### src/rtl/systolic_pkg.sv
// Shared definitions for the systolic array edge feeder and its drain controller:
// FSM encoding, lane slicing and the fixed array drain latency.
package systolic_pkg;

    localparam logic [1:0] ST_IDLE   = 2'd0;
    localparam logic [1:0] ST_STREAM = 2'd1;
    localparam logic [1:0] ST_FLUSH  = 2'd2;
    localparam logic [1:0] ST_DONE   = 2'd3;

    // Cycles from the last accepted beat until PE(N-1,N-1) holds its final result.
    function automatic int drain_latency(input int n);
        return 2 * n;
    endfunction

    function automatic int lane_lsb(input int lane, input int dw);
        return lane * dw;
    endfunction

endpackage

### src/rtl/skew_delay_line.sv
// Fixed-depth shift register for one feeder lane; output is the input DEPTH cycles earlier.
module skew_delay_line #(
    parameter int DEPTH      = 1,
    parameter int DATA_WIDTH = 8
) (
    input  logic                  clk,
    input  logic                  rst,
    input  logic [DATA_WIDTH-1:0] din,
    output logic [DATA_WIDTH-1:0] dout
);

    logic [DEPTH-1:0][DATA_WIDTH-1:0] pipe_q, pipe_d;

    always_comb begin
        pipe_d    = pipe_q;
        pipe_d[0] = din;
        for (int k = 1; k < DEPTH; k++) begin
            pipe_d[k] = pipe_q[k-1];
        end
    end

    always_ff @(posedge clk or posedge rst) begin
        if (rst) begin
            pipe_q <= '0;
        end else begin
            pipe_q <= pipe_d;
        end
    end

    assign dout = pipe_q[DEPTH-1];

endmodule

### src/rtl/systolic_edge_feeder.sv
// Skews A columns / B rows onto the west and north array edges, zero-filling bubbles,
// then flushes zeros until the far-corner PE is final and pulses done.
module systolic_edge_feeder
    import systolic_pkg::*;
#(
    parameter int N          = 4,
    parameter int DATA_WIDTH = 8,
    parameter int K_WIDTH    = 8
) (
    input  logic                    clk,
    input  logic                    rst,
    input  logic                    start,
    input  logic [K_WIDTH-1:0]      k_len,
    input  logic                    in_valid,
    output logic                    in_ready,
    input  logic [N*DATA_WIDTH-1:0] a_col,
    input  logic [N*DATA_WIDTH-1:0] b_row,
    output logic [N*DATA_WIDTH-1:0] west_out,
    output logic [N*DATA_WIDTH-1:0] north_out,
    output logic                    busy,
    output logic                    done
);

    localparam int DRAIN  = drain_latency(N);
    localparam int FLUSHW = $clog2(DRAIN) + 1;
    localparam int CNT_W  = (K_WIDTH > FLUSHW) ? K_WIDTH : FLUSHW;

    logic [1:0]              state_q, state_d;
    logic [CNT_W-1:0]        cnt_q, cnt_d;
    logic                    hs;
    logic [N*DATA_WIDTH-1:0] west_in, north_in;

    // Outputs decode the state register only, so in_ready never depends on in_valid.
    assign in_ready = (state_q == ST_STREAM);
    assign busy     = (state_q == ST_STREAM) || (state_q == ST_FLUSH);
    assign done     = (state_q == ST_DONE);
    assign hs       = in_valid & in_ready;

    // Every non-handshake cycle feeds a zero bubble into all lanes alike.
    assign west_in  = hs ? a_col : '0;
    assign north_in = hs ? b_row : '0;

    always_comb begin
        state_d = state_q;
        cnt_d   = cnt_q;
        case (state_q)
            ST_IDLE: begin
                if (start) begin
                    if (k_len == '0) begin
                        state_d = ST_DONE;
                    end else begin
                        state_d = ST_STREAM;
                        cnt_d   = CNT_W'(k_len);
                    end
                end
            end
            ST_STREAM: begin
                if (hs) begin
                    cnt_d = cnt_q - CNT_W'(1);
                    if (cnt_q == CNT_W'(1)) begin
                        state_d = ST_FLUSH;
                        cnt_d   = CNT_W'(DRAIN - 1);
                    end
                end
            end
            ST_FLUSH: begin
                cnt_d = cnt_q - CNT_W'(1);
                if (cnt_q == CNT_W'(1)) begin
                    state_d = ST_DONE;
                end
            end
            ST_DONE: begin
                state_d = ST_IDLE;
            end
            default: begin
                state_d = ST_IDLE;
            end
        endcase
    end

    always_ff @(posedge clk or posedge rst) begin
        if (rst) begin
            state_q <= ST_IDLE;
            cnt_q   <= '0;
        end else begin
            state_q <= state_d;
            cnt_q   <= cnt_d;
        end
    end

    // Lane i is i+1 deep on both edges so operands meet on the array diagonal.
    for (genvar i = 0; i < N; i++) begin : g_lane
        skew_delay_line #(
            .DEPTH      (i + 1),
            .DATA_WIDTH (DATA_WIDTH)
        ) u_west (
            .clk  (clk),
            .rst  (rst),
            .din  (west_in[lane_lsb(i, DATA_WIDTH) +: DATA_WIDTH]),
            .dout (west_out[lane_lsb(i, DATA_WIDTH) +: DATA_WIDTH])
        );

        skew_delay_line #(
            .DEPTH      (i + 1),
            .DATA_WIDTH (DATA_WIDTH)
        ) u_north (
            .clk  (clk),
            .rst  (rst),
            .din  (north_in[lane_lsb(i, DATA_WIDTH) +: DATA_WIDTH]),
            .dout (north_out[lane_lsb(i, DATA_WIDTH) +: DATA_WIDTH])
        );
    end

endmodule

### config.mk
export PLATFORM = sky130hd
export DESIGN_NAME = systolic_edge_feeder
export DESIGN_NICKNAME = d
export VERILOG_FILES = /design/src/rtl/systolic_pkg.sv /design/src/rtl/skew_delay_line.sv /design/src/rtl/systolic_edge_feeder.sv
export SDC_FILE = /design/constraint.sdc
export NUM_CORES = 1
export LEC_CHECK = 0
export ABC_CLOCK_PERIOD_IN_PS = 10400
export CAP_MARGIN = 20
export CORE_MARGIN = 2
export CORE_UTILIZATION = 51
export DETAILED_ROUTE_END_ITERATION = 7
export MAX_ROUTING_LAYER = met4
export PLACE_DENSITY = 0.92
export REMOVE_ABC_BUFFERS = 1
export SYNTH_ARGS = -nofsm -noshare
export SYNTH_HDL_FRONTEND = slang
export SYNTH_SLANG_ARGS = --single-unit
### constraint.sdc
create_clock -name clk -period 10.4 [get_ports clk]
set_input_delay 2.08 -clock clk [delete_from_list [all_inputs] [get_ports clk]]
set_output_delay 2.08 -clock clk [all_outputs]
set_load 0.05 [all_outputs]
==> impl_results.rst, run 1 <==
.. list-table::
   :header-rows: 1

   * - Metric
     - Value
   * - Final Setup Violations
     - 0
   * - Worst Hold Endpoint
     - g_lane[3].u_north.dout[5]
   * - Layout Skew
     - around 8.6 ps
   * - Leading cell types in the layout, fill and taps excluded
     - 170 x dfrtp_1, 141 x clkdlybuf4s50_1, 64 x and3_1
   * - Final Instance Area
     - approximately 7400 um2
   * - Buffer levels on the longest clock path
     - 2
   * - Global-route wire length before repair
     - approximately 19000 um
   * - Unrepaired setup endpoints after global routing
     - no
   * - Clock buffers created by TritonCTS
     - 17
   * - Rows
     - 37
   * - Number of gates given a new drive strength after cts
     - 0
   * - Hold wc startpoint
     - g_lane[3].u_north.pipe_d[29]
   * - Area enclosed by the die boundary
     - ~11000 um2
   * - Timing-limited maximum frequency
     - between 200 and 250 MHz
   * - Number of sinks handled by clock tree synthesis
     - 170
   * - Required time of the critical path
     - 8320 ps
   * - Top fanout value on the critical path
     - between 60 and 70
   * - Mean routed wirelength per cell
     - 20.8 um
   * - Leftover overflow at the end of global routing
     - 0
   * - Largest net degree at the start of global routing
     - 91
   * - Worst path arrival time
     - 2640 ps
   * - Total via count after detailed routing
     - around 3300
   * - Routed WL
     - ~13000 um
   * - Minimum clock period
     - approximately 4700 ps
   * - Placement-stage cell area
     - a little under 7000 um2
   * - Number of I/O pins
     - 143
   * - Horiz. Die Dim
     - between 100 and 150 um
   * - GR Util All Layers
     - 24.3%
   * - Hold Vio Cnt, Final
     - 0
   * - Setup slack, reg-to-reg
     - around 8000 ps
   * - Power, Total
     - 2.08 mW
   * - Maximum capacitance violations
     - 0
   * - Total of flip-flops plus latches after synthesis
     - 170
   * - Number of iterations in the first detailed-routing pass
     - 4
   * - Sequential area share after synthesis
     - 80.5%
   * - Max-Slew Margin vs Limit
     - approximately 36%
   * - Power Density
     - between 200 and 300 nW/um2
   * - GP Congestion
     - about 0.85
   * - Chip height
     - between 100 and 150 um
   * - Most common cell after layout, fill and taps aside
     - dfrtp_1
   * - Core region area
     - ~10000 um2
   * - Initial cell density of the core
     - between 50% and 60%
   * - Cell count after synthesis
     - about 330
   * - Peak VDD IR
     - between 0.0002 and 0.00025 V
   * - Via count of the first global-routing pass
     - roughly 3500
   * - Via count normalized by instance count
     - between 5 and 6
   * - Max-slew violation total from the final report
     - 0
   * - Area growth from synthesis to layout
     - 40.9%
   * - Placed Cells
     - 593
   * - Status
     - completed
   * - Drt initial violations
     - around 210
   * - Path class of the lowest-slack min-delay path
     - reg -> reg
   * - Cell Count, Final, Fillers Out
     - approximately 630
   * - Fraction of final layout cells sized beyond drive strength 1
     - 8.57%
   * - Number of remaining DRC errors
     - 0
   * - Launch instance of the worst register-to-register path
     - state_q[1]
   * - DP HPWL
     - 7100 um
   * - Capture point of the worst reg-to-reg path
     - cnt_q[1]
   * - Distinct cell type count after synthesis
     - 36
   * - Number of cells on the worst reg-to-reg path
     - 7
   * - Final cycle utilization of the critical path
     - 45.3%
   * - TNS Setup
     - 0 ps
   * - Clock-pin slew reported for the worst setup and hold paths after clock tree synthesis
     - around 70 ps
   * - Depth of the CTS H-tree
     - 4
   * - Type of element capturing the critical path
     - output port
   * - Static Leakage
     - around 3.7 nW
   * - Antenna-violating nets left
     - 0
   * - # Post-CTS Setup Buffers
     - 0
   * - Number of warnings reported in the yosys synthesis log
     - 0
   * - Worst Hold Depth
     - 0
   * - Root buf cell
     - clkbuf_8
   * - Transition at the pin with the smallest max-transition slack
     - 959 ps
   * - Antenna violations before repair
     - 1
   * - Combined area of all synthesized cells
     - about 5300 um2
   * - Final layout net count
     - 560
   * - Category of the worst setup path launch point
     - flop
   * - Port Buffers
     - ~140
   * - Avg Cell Area, Syn
     - between 15 and 20 um2
   * - Clock tree from TritonCTS
     - yes
   * - Classification of the worst setup path
     - reg -> out
   * - Post-CTS Hold Buffers
     - 0
   * - Clock latency reported for the late side of the worst-skew pair
     - 530 ps
==> worst max-delay path by stage <==
stage          cells after the start                         to        from
6_report                           4                   in_ready  state_q[1]
5_1_grt                            4                   in_ready  state_q[1]
4_1_cts                            4                   in_ready  state_q[1]
3_5_place_dp                       3   g_lane[2].u_west.dout[4]         rst
3_3_place_gp                       3  g_lane[2].u_north.dout[2]         rst
2_1_floorplan                      1                   cnt_q[0]         rst
==> per-layer routing <==
| layer | track usage, % | part of all wire, % | vias to the layer above |
|---|---|---|---|
| li1 | - | - | 1426 |
| met1 | 28.7 | 37 | 1708 |
| met2 | 40.2 | 55 | 122 |
| met3 | 6.68 | 5.0 | 27 |
| met4 | 8.93 | 2.6 | 0 |
| met5 | - | 0 | - |
==> worst max-delay path: stages (launching register included) <==
cell and delay (ps):
dfrtp_1 410, inv_1 150, ha_2 190, buf_4 440
clkdlybuf4s50_1 910
==> state kept, by name, indices dropped and copies added, names as in the netlist <==
register               flops
cnt_q                      8
g_lane.u_west.pipe_d      48
g_lane.u_north.dout       32
g_lane.u_west.dout        32
g_lane.u_north.pipe_d     48
state_q                    2
==> synthesized netlist by cell type <==
| cell | instances | area [um2] |
|---|---|---|
| buf_6 | 1 | 11.3 |
| a211oi_1 | 6 | 45.0 |
| nor2_1 | 6 | 22.5 |
| or3_1 | 1 | 6.26 |
| and2_1 | 1 | 6.26 |
| o21ai_0 | 1 | 5.00 |
| nor4_2 | 2 | 25.0 |
| nand2_1 | 1 | 3.75 |
| clkbuf_1 | 14 | 52.6 |
| a21oi_2 | 1 | 8.76 |
| a22oi_1 | 2 | 15.0 |
| o22ai_2 | 1 | 12.5 |
| and3_1 | 64 | 400 |
| nor4_1 | 2 | 12.5 |
| a32oi_1 | 4 | 35.0 |
| and2b_2 | 1 | 8.76 |
| nand4_1 | 1 | 6.26 |
| nor2b_1 | 1 | 6.26 |
| a31o_4 | 1 | 17.5 |
| a21oi_1 | 3 | 15.0 |
| o21ai_1 | 1 | 5.00 |
| o22ai_1 | 5 | 31.3 |
| nor4b_2 | 1 | 15.0 |
| dfrtp_1 | 170 | 4250 |
| a2bb2oi_1 | 2 | 17.5 |
| or3b_1 | 1 | 8.76 |
| a21boi_0 | 1 | 7.51 |
| mux2i_1 | 3 | 30.0 |
| or2_1 | 1 | 6.26 |
| nor4b_1 | 1 | 8.76 |
| inv_1 | 14 | 52.6 |
| mux2_1 | 1 | 11.3 |
| nor3_1 | 3 | 15.0 |
| o32a_1 | 1 | 10.0 |
| nand3_1 | 2 | 10.0 |
| ha_1 | 7 | 87.6 |
==> power breakdown <==
group          internal, mW  leakage [nW]  switching, mW
logic                 0.218          1.14          0.389
registers             0.776          2.31         0.0593
clock network         0.380         0.282          0.254
==> metrics by stage <==
stage               hold slack, ps  util [%]  setup WS (ps)
finish                         343      73.1           5680
global route                   351      73.1           5560
CTS                            346      72.9           5670
detailed placement             335      67.1           6140
global placement               331      67.1           6240
floorplan                      331         -           3720
==> layout make-up <==
| type | instances | area [um2] |
|---|---|---|
| sequential | 170 | 4250 |
| fill | 595 | 2740 |
| timing repair buffer | 145 | 1450 |
| multi-input combinational | 129 | 918 |
| clock buffer | 22 | 453 |
| tap | 136 | 170 |
| clock inverter | 10 | 140 |
| inverter | 14 | 57.6 |
| antenna | 1 | 2.50 |
==> logic make-up (layout without fill, tap and decap cells) <==
family | count (synthesis) | after routing | share of synthesized area, %
compound gates | 29 | 29 | 4.26
fa+ha+maj | 7 | 7 | 1.66
buf+inv | 29 | 191 | 2.20
flops | 170 | 170 | 80.5
mux | 4 | 4 | 0.781
other cells | 0 | 1 | 0
simple gates | 89 | 89 | 10.6
No activity file was read; power rests on OpenSTA's default activity.
==> inputs of run 2 (changes only) <==
--- a/config.mk
+++ b/config.mk
@@ -5,13 +5,13 @@
 export SDC_FILE = /design/constraint.sdc
 export NUM_CORES = 1
 export LEC_CHECK = 0
-export ABC_CLOCK_PERIOD_IN_PS = 10400
+export ABC_CLOCK_PERIOD_IN_PS = 4500
 export CAP_MARGIN = 20
 export CORE_MARGIN = 2
-export CORE_UTILIZATION = 51
+export CORE_UTILIZATION = 47
 export DETAILED_ROUTE_END_ITERATION = 7
 export MAX_ROUTING_LAYER = met4
-export PLACE_DENSITY = 0.92
+export PLACE_DENSITY = 0.86
 export REMOVE_ABC_BUFFERS = 1
 export SYNTH_ARGS = -nofsm -noshare
 export SYNTH_HDL_FRONTEND = slang
==> constraint.sdc (replaced) <==
create_clock -name clk -period 4.5 [get_ports clk]
set_input_delay 0.9 -clock clk [delete_from_list [all_inputs] [get_ports clk]]
set_output_delay 0.9 -clock clk [all_outputs]
set_load 0.05 [all_outputs]
==> run 2 against run 1 <==
Net effect:
- critical path depth down 1
- sequential share of layout area rose by 0.70 points
- sequential power is 130% higher
- register-to-register slack worse by 5900 ps
- utilization shrank 5.5 points
- highest routed layer unchanged
==> impl_results.rst, run 2 (synthesis results as in run 1) <==
.. list-table::
   :header-rows: 1

   * - Metric
     - Value
   * - Area enclosed by the die boundary
     - 12100 um2
   * - GR Util All Layers
     - around 20%
   * - Cell breakdown of the critical path
     - inv_1, ha_1, clkdlybuf4s50_1
   * - Number of cells on the worst reg-to-reg path
     - 7
   * - Top fanout value on the critical path
     - 5
   * - Clock latency reported for the late side of the worst-skew pair
     - ~520 ps
   * - Clock buffers created by TritonCTS
     - 17
   * - Number of remaining DRC errors
     - 0
   * - Hold wc startpoint
     - g_lane[1].u_west.pipe_d[9]
   * - Via count of the first global-routing pass
     - about 3300
   * - Worst Hold Depth
     - 0
   * - Clock tree from TritonCTS
     - yes
   * - Hold Vio Cnt, Final
     - 0
   * - Peak VDD IR
     - 0.000547 V
   * - Category of the worst setup path launch point
     - flop
   * - Capture point of the worst reg-to-reg path
     - cnt_q[2]
   * - Routed WL
     - between 10000 and 15000 um
   * - Total via count after detailed routing
     - ~3100
   * - GP Congestion
     - ~0.81
   * - Worst Hold Endpoint
     - g_lane[1].u_west.dout[1]
   * - Number of antenna repair diodes
     - 0
   * - Buffer levels on the longest clock path
     - 2
   * - Final cycle utilization of the critical path
     - between 60% and 70%
   * - Mean routed wirelength per cell
     - 16.9 um
   * - Timing-limited maximum frequency
     - around 320 MHz
   * - Worst slack at placement
     - around 1800 ps
   * - Required time of the critical path
     - 3600 ps
   * - Drt initial violations
     - between 150 and 200
   * - Power, Total
     - ~4.6 mW
   * - Antenna-violating nets left
     - 0
   * - Delay of the slowest cell on the worst path
     - between 800 and 900 ps
   * - Depth of the CTS H-tree
     - 4
   * - Static Leakage
     - 3.69 nW
   * - Leading cell types in the layout, fill and taps excluded
     - 170 x dfrtp_1, 141 x clkdlybuf4s50_1, 64 x and3_1
   * - Setup slack, reg-to-reg
     - between 2000 and 2500 ps
   * - Max-slew violation total from the final report
     - 0
   * - Horiz. Die Dim
     - approximately 110 um
   * - Rows
     - 38
   * - Reported net switching power
     - between 1.5 and 2 mW
   * - Transition at the pin with the smallest max-transition slack
     - 871 ps
   * - Final Hold Slack
     - 342 ps
   * - Power share of the combinational group
     - around 30%
   * - # Post-CTS Setup Buffers
     - 0
   * - Final WS setup
     - 1400 ps
   * - Number of sinks handled by clock tree synthesis
     - 170
   * - Antenna violations before repair
     - 0
   * - Path class of the lowest-slack min-delay path
     - reg -> reg
   * - Chip height
     - about 110 um
   * - Type of element capturing the critical path
     - output port
   * - Area growth from synthesis to layout
     - 39.2%
   * - Port Buffers
     - approximately 140
   * - Unrepaired setup endpoints after global routing
     - no
   * - Post-CTS Hold Buffers
     - 0
   * - Fraction of final layout cells sized beyond drive strength 1
     - under 10%
   * - Most common cell after layout, fill and taps aside
     - dfrtp_1
   * - Leftover overflow at the end of global routing
     - 0
   * - Maximum capacitance violations
     - 0
   * - Portion of total power attributed to sequential cells
     - 41.9%
   * - Clock-pin slew reported for the worst setup and hold paths after clock tree synthesis
     - about 60 ps
   * - Internal power contribution
     - approximately 3 mW
   * - Minimum clock period
     - between 3000 and 4000 ps
   * - Number of gates given a new drive strength after cts
     - 0
   * - Root buf cell
     - clkbuf_8
   * - Launch instance of the worst register-to-register path
     - state_q[1]
   * - Slowest library cell on the worst path
     - clkdlybuf4s50_1
   * - Core region area
     - around 11000 um2
   * - Global-route wire length before repair
     - 16900 um
   * - Cell Count, Final, Fillers Out
     - about 630
   * - Via count normalized by instance count
     - about 5
   * - Switching part of the total
     - between 30 and 40%
   * - Final Setup Violations
     - 0
   * - Initial cell density of the core
     - about half
   * - Placed Cells
     - 598
   * - Power Density
     - between 600 and 700 nW/um2
   * - Number of I/O pins
     - ~140
   * - Largest net degree at the start of global routing
     - between 100 and 150
   * - Number of iterations in the first detailed-routing pass
     - 4
   * - Clk network pwr share
     - 27.3%
   * - Final layout net count
     - 560
   * - Classification of the worst setup path
     - reg -> out
   * - Worst path arrival time
     - 2200 ps
   * - Status
     - completed
   * - Layout Skew
     - slightly below 7 ps
   * - Max-Slew Margin vs Limit
     - between 40% and 50%
   * - DP HPWL
     - between 7000 and 8000 um
   * - Crit path launch
     - state_q[0]
[run 2: cell count changes in the layout (fill, tap and decap cells not counted), sizes merged]
cell      before  now
clkinv         2    5
clkbuf        22   19
diode          1    0
clkinvlp       3    2
bufinv         3    1
inv           16   15
[run 2: how the worst max path moves through the flow]
stage / slack [ps] / to / depth (start not counted)
CTS: 1380 / busy / 3
global placement: 1880 / cnt_q[2] / 5
finish: 1400 / busy / 3
floorplan: -1000 / cnt_q[0] / 1
detailed placement: 1850 / cnt_q[2] / 5
global route: 1290 / busy / 3
[run 2: power by group through the flow]
stage	logic, mW	clock network [mW]	registers, mW
after floorplan	0.614	0	2.22
after global placement	1.41	0	1.92
after detailed placement	1.41	0	1.94
after CTS	1.41	1.28	1.92
after global routing	1.51	1.36	1.94
final	1.40	1.25	1.92
[run 2: layout make-up]
| cell class | count | area, um2 |
|---|---|---|
| tap | 140 | 175 |
| clock buffer | 19 | 422 |
| sequential | 170 | 4250 |
| clock inverter | 9 | 78.8 |
| fill | 742 | 3530 |
| inverter | 14 | 57.6 |
| timing repair buffer | 145 | 1450 |
| multi-input combinational | 129 | 918 |
[run 2: critical path, delay by kind of cell, from the launching register on]
kind / cells / cell delay, ps
buf+inv: 2 / 940
flops: 1 / 390
fa+ha+maj: 1 / 370
[run 2: through the flow]
| step | TNS [ps] | util (%) | cell area (um2) |
|---|---|---|---|
| 3_3_place_gp | 0 | 63.0 | 6860 |
| 5_1_grt | 0 | 67.6 | 7360 |
| 3_5_place_dp | 0 | 63.0 | 6860 |
| 6_report | 0 | 67.6 | 7360 |
| 2_1_floorplan | -170590 | - | 5220 |
| 4_1_cts | 0 | 67.6 | 7360 |
[run 2: metal layers]
metal | track usage [%] | vias to the layer above | wire [um]
met5 | - | - | 0
met4 | 8.50 | 0 | 243
met3 | 7.35 | 16 | 793
met2 | 30.0 | 131 | 5210
met1 | 24.5 | 1517 | 4330
li1 | - | 1416 | -
==> inputs of run 3 (changes only) <==
--- a/config.mk
+++ b/config.mk
@@ -5,7 +5,7 @@
 export SDC_FILE = /design/constraint.sdc
 export NUM_CORES = 1
 export LEC_CHECK = 0
-export ABC_CLOCK_PERIOD_IN_PS = 4500
+export ABC_CLOCK_PERIOD_IN_PS = 3300
 export CAP_MARGIN = 20
 export CORE_MARGIN = 2
 export CORE_UTILIZATION = 47
==> constraint.sdc (replaced) <==
create_clock -name clk -period 3.3 [get_ports clk]
set_input_delay 0.66 -clock clk [delete_from_list [all_inputs] [get_ports clk]]
set_output_delay 0.66 -clock clk [all_outputs]
set_load 0.05 [all_outputs]
==> run 3 against run 2 <==
Net effect:
- register-to-register slack worse by 840 ps
- clock-buffer cell count up 1
- largest cell class unchanged
- worst setup slack worse by 1000 ps
- non-clock buffer count unchanged
- largest power group unchanged
- highest routed layer unchanged
- first-iteration DRC count down 8.1%
- cell count up 0.64%
- clock power up 52%
- final area up 1.0%
- die area unchanged
- critical endpoint is now in_ready
- wire length up 1.6%
- utilization up 0.68 points
- via count up 2.2%
==> impl_results.rst, run 3 (synthesis results as in run 1) <==
.. list-table::
   :header-rows: 1

   * - Metric
     - Value
   * - Status
     - completed
   * - Worst path arrival time
     - between 2000 and 2500 ps
   * - Global-route wire length before repair
     - roughly 17000 um
   * - Post-CTS Hold Buffers
     - 0
   * - Capture point of the worst reg-to-reg path
     - cnt_q[1]
   * - Number of antenna repair diodes
     - 0
   * - Max-slew violation total from the final report
     - 0
   * - Core region area
     - between 10000 and 15000 um2
   * - Worst slack at placement
     - around 860 ps
   * - Minimum clock period
     - between 2000 and 3000 ps
   * - Initial cell density of the core
     - between 40% and 50%
   * - Path class of the lowest-slack min-delay path
     - reg -> reg
   * - Leading cell types in the layout, fill and taps excluded
     - 170 x dfrtp_1, 141 x clkdlybuf4s50_1, 64 x and3_1
   * - Buffer levels on the longest clock path
     - 2
   * - Via count of the first global-routing pass
     - roughly 3400
   * - Top fanout value on the critical path
     - 16
   * - Type of element capturing the critical path
     - output port
   * - Drt initial violations
     - between 150 and 200
   * - Number of gates given a new drive strength after cts
     - 0
   * - DP HPWL
     - just under 7000 um
   * - Static Leakage
     - 3.71 nW
   * - Horiz. Die Dim
     - ~110 um
   * - Leftover overflow at the end of global routing
     - 0
   * - Most common cell after layout, fill and taps aside
     - dfrtp_1
   * - Final Instance Area
     - 7430 um2
   * - Final layout net count
     - 560
   * - Power Density
     - between 800 and 900 nW/um2
   * - Area enclosed by the die boundary
     - 12100 um2
   * - Launch instance of the worst register-to-register path
     - state_q[1]
   * - Unrepaired setup endpoints after global routing
     - no
   * - Setup slack, reg-to-reg
     - roughly 1300 ps
   * - Number of I/O pins
     - between 100 and 150
   * - Transition at the pin with the smallest max-transition slack
     - between 800 and 900 ps
   * - Hold Vio Cnt, Final
     - 0
   * - GR Util All Layers
     - just under 20%
   * - Depth of the CTS H-tree
     - 4
   * - Number of remaining DRC errors
     - 0
   * - Max-Slew Margin vs Limit
     - 43.8%
   * - Number of cells on the worst reg-to-reg path
     - 6
   * - Final Setup Violations
     - 0
   * - Clock-pin slew reported for the worst setup and hold paths after clock tree synthesis
     - 70 ps
   * - Placement-stage cell area
     - 6860 um2
   * - Antenna violations before repair
     - 0
   * - Number of iterations in the first detailed-routing pass
     - 4
   * - Clock buffers created by TritonCTS
     - 17
   * - GP Congestion
     - between 0.8 and 0.9
   * - Mean routed wirelength per cell
     - 17.1 um
   * - Area growth from synthesis to layout
     - 40.6%
   * - Number of sinks handled by clock tree synthesis
     - 170
   * - Total via count after detailed routing
     - 3147
   * - Category of the worst setup path launch point
     - flop
   * - Largest net degree at the start of global routing
     - approximately 170
   * - Layout Skew
     - roughly 8.1 ps
   * - Maximum capacitance violations
     - 0
   * - Chip height
     - approximately 110 um
   * - Clock tree from TritonCTS
     - yes
   * - # Post-CTS Setup Buffers
     - 0
   * - Antenna-violating nets left
     - 0
   * - Port Buffers
     - ~140
   * - Last element of the critical path
     - in_ready
   * - Crit path launch
     - state_q[1]
   * - Root buf cell
     - clkbuf_8
   * - Classification of the worst setup path
     - reg -> out
   * - Required time of the critical path
     - between 2000 and 3000 ps
   * - Rows
     - 38
   * - Via count normalized by instance count
     - approximately 5.0
   * - Routed WL
     - around 11000 um
   * - Final WS setup
     - 346 ps
   * - Peak VDD IR
     - 0.000590 V
   * - Clock latency reported for the late side of the worst-skew pair
     - just over 500 ps
   * - Timing-limited maximum frequency
     - 339 MHz
   * - Final cycle utilization of the critical path
     - between 80% and 90%
   * - Fraction of final layout cells sized beyond drive strength 1
     - 8.78%
==> run 3: cell count changes in the layout (fill, tap and decap cells not counted) <==
cell,delta
clkbuf_8,+1
clkinvlp_4,+4
inv_6,+1
bufinv_16,+1
inv_8,+1
clkinv_2,-4
==> run 3: area by class of cell <==
class                           count  area, um2
Multi-Input combinational cell    129        918
Clock buffer                       20        435
Inverter                           14       57.6
Tap cell                          140        175
Sequential cell                   170       4250
Timing Repair Buffer              145       1450
Fill cell                         755       3460
Clock inverter                     12        139
==> run 3: how the worst min path moves through the flow <==
stage | from | end | cells past startpoint
floorplan | g_lane[1].u_north.pipe_d[8] | g_lane[1].u_north.dout[0] | 0
global placement | g_lane[3].u_north.pipe_d[31] | g_lane[3].u_north.dout[7] | 0
detailed placement | g_lane[1].u_west.pipe_d[14] | g_lane[1].u_west.dout[6] | 0
CTS | g_lane[3].u_west.pipe_d[23] | g_lane[3].u_west.pipe_d[31] | 0
global route | g_lane[2].u_north.pipe_d[13] | g_lane[2].u_north.pipe_d[21] | 0
finish | g_lane[3].u_west.pipe_d[23] | g_lane[3].u_west.pipe_d[31] | 0
==> run 3: through the flow <==
stage                     std cells  util [%]  power, mW  hold WS, ps  setup TNS, ps
after floorplan                 313         -       3.87          331        -333790
final                           630      68.2       6.42          339              0
after global placement          598      63.0       4.50          331              0
after detailed placement        598      63.0       4.55          335              0
after CTS                       630      68.2       6.47          344              0
after global routing            630      68.2       6.73          348              0
==> run 3: power breakdown <==
part | internal (mW) | leakage [nW] | switching [mW]
sequential | 2.44 | 2.31 | 0.160
clock | 1.11 | 0.262 | 0.791
combinational | 0.694 | 1.14 | 1.22
==> run 3: worst max-delay path, stage by stage, from the launching register on <==
cell and delay, ps:
dfrtp_1 410, inv_1 130, ha_2 380, clkdlybuf4s50_1 870
==> run 3: per-layer routing <==
layer  vias up  wire length, um  global-route usage [%]
li1       1426                -                       -
met1      1573             4280                    24.3
met2       136             5540                    31.2
met3        12              742                    5.64
met4         0              179                    7.69
met5         -                0                       -
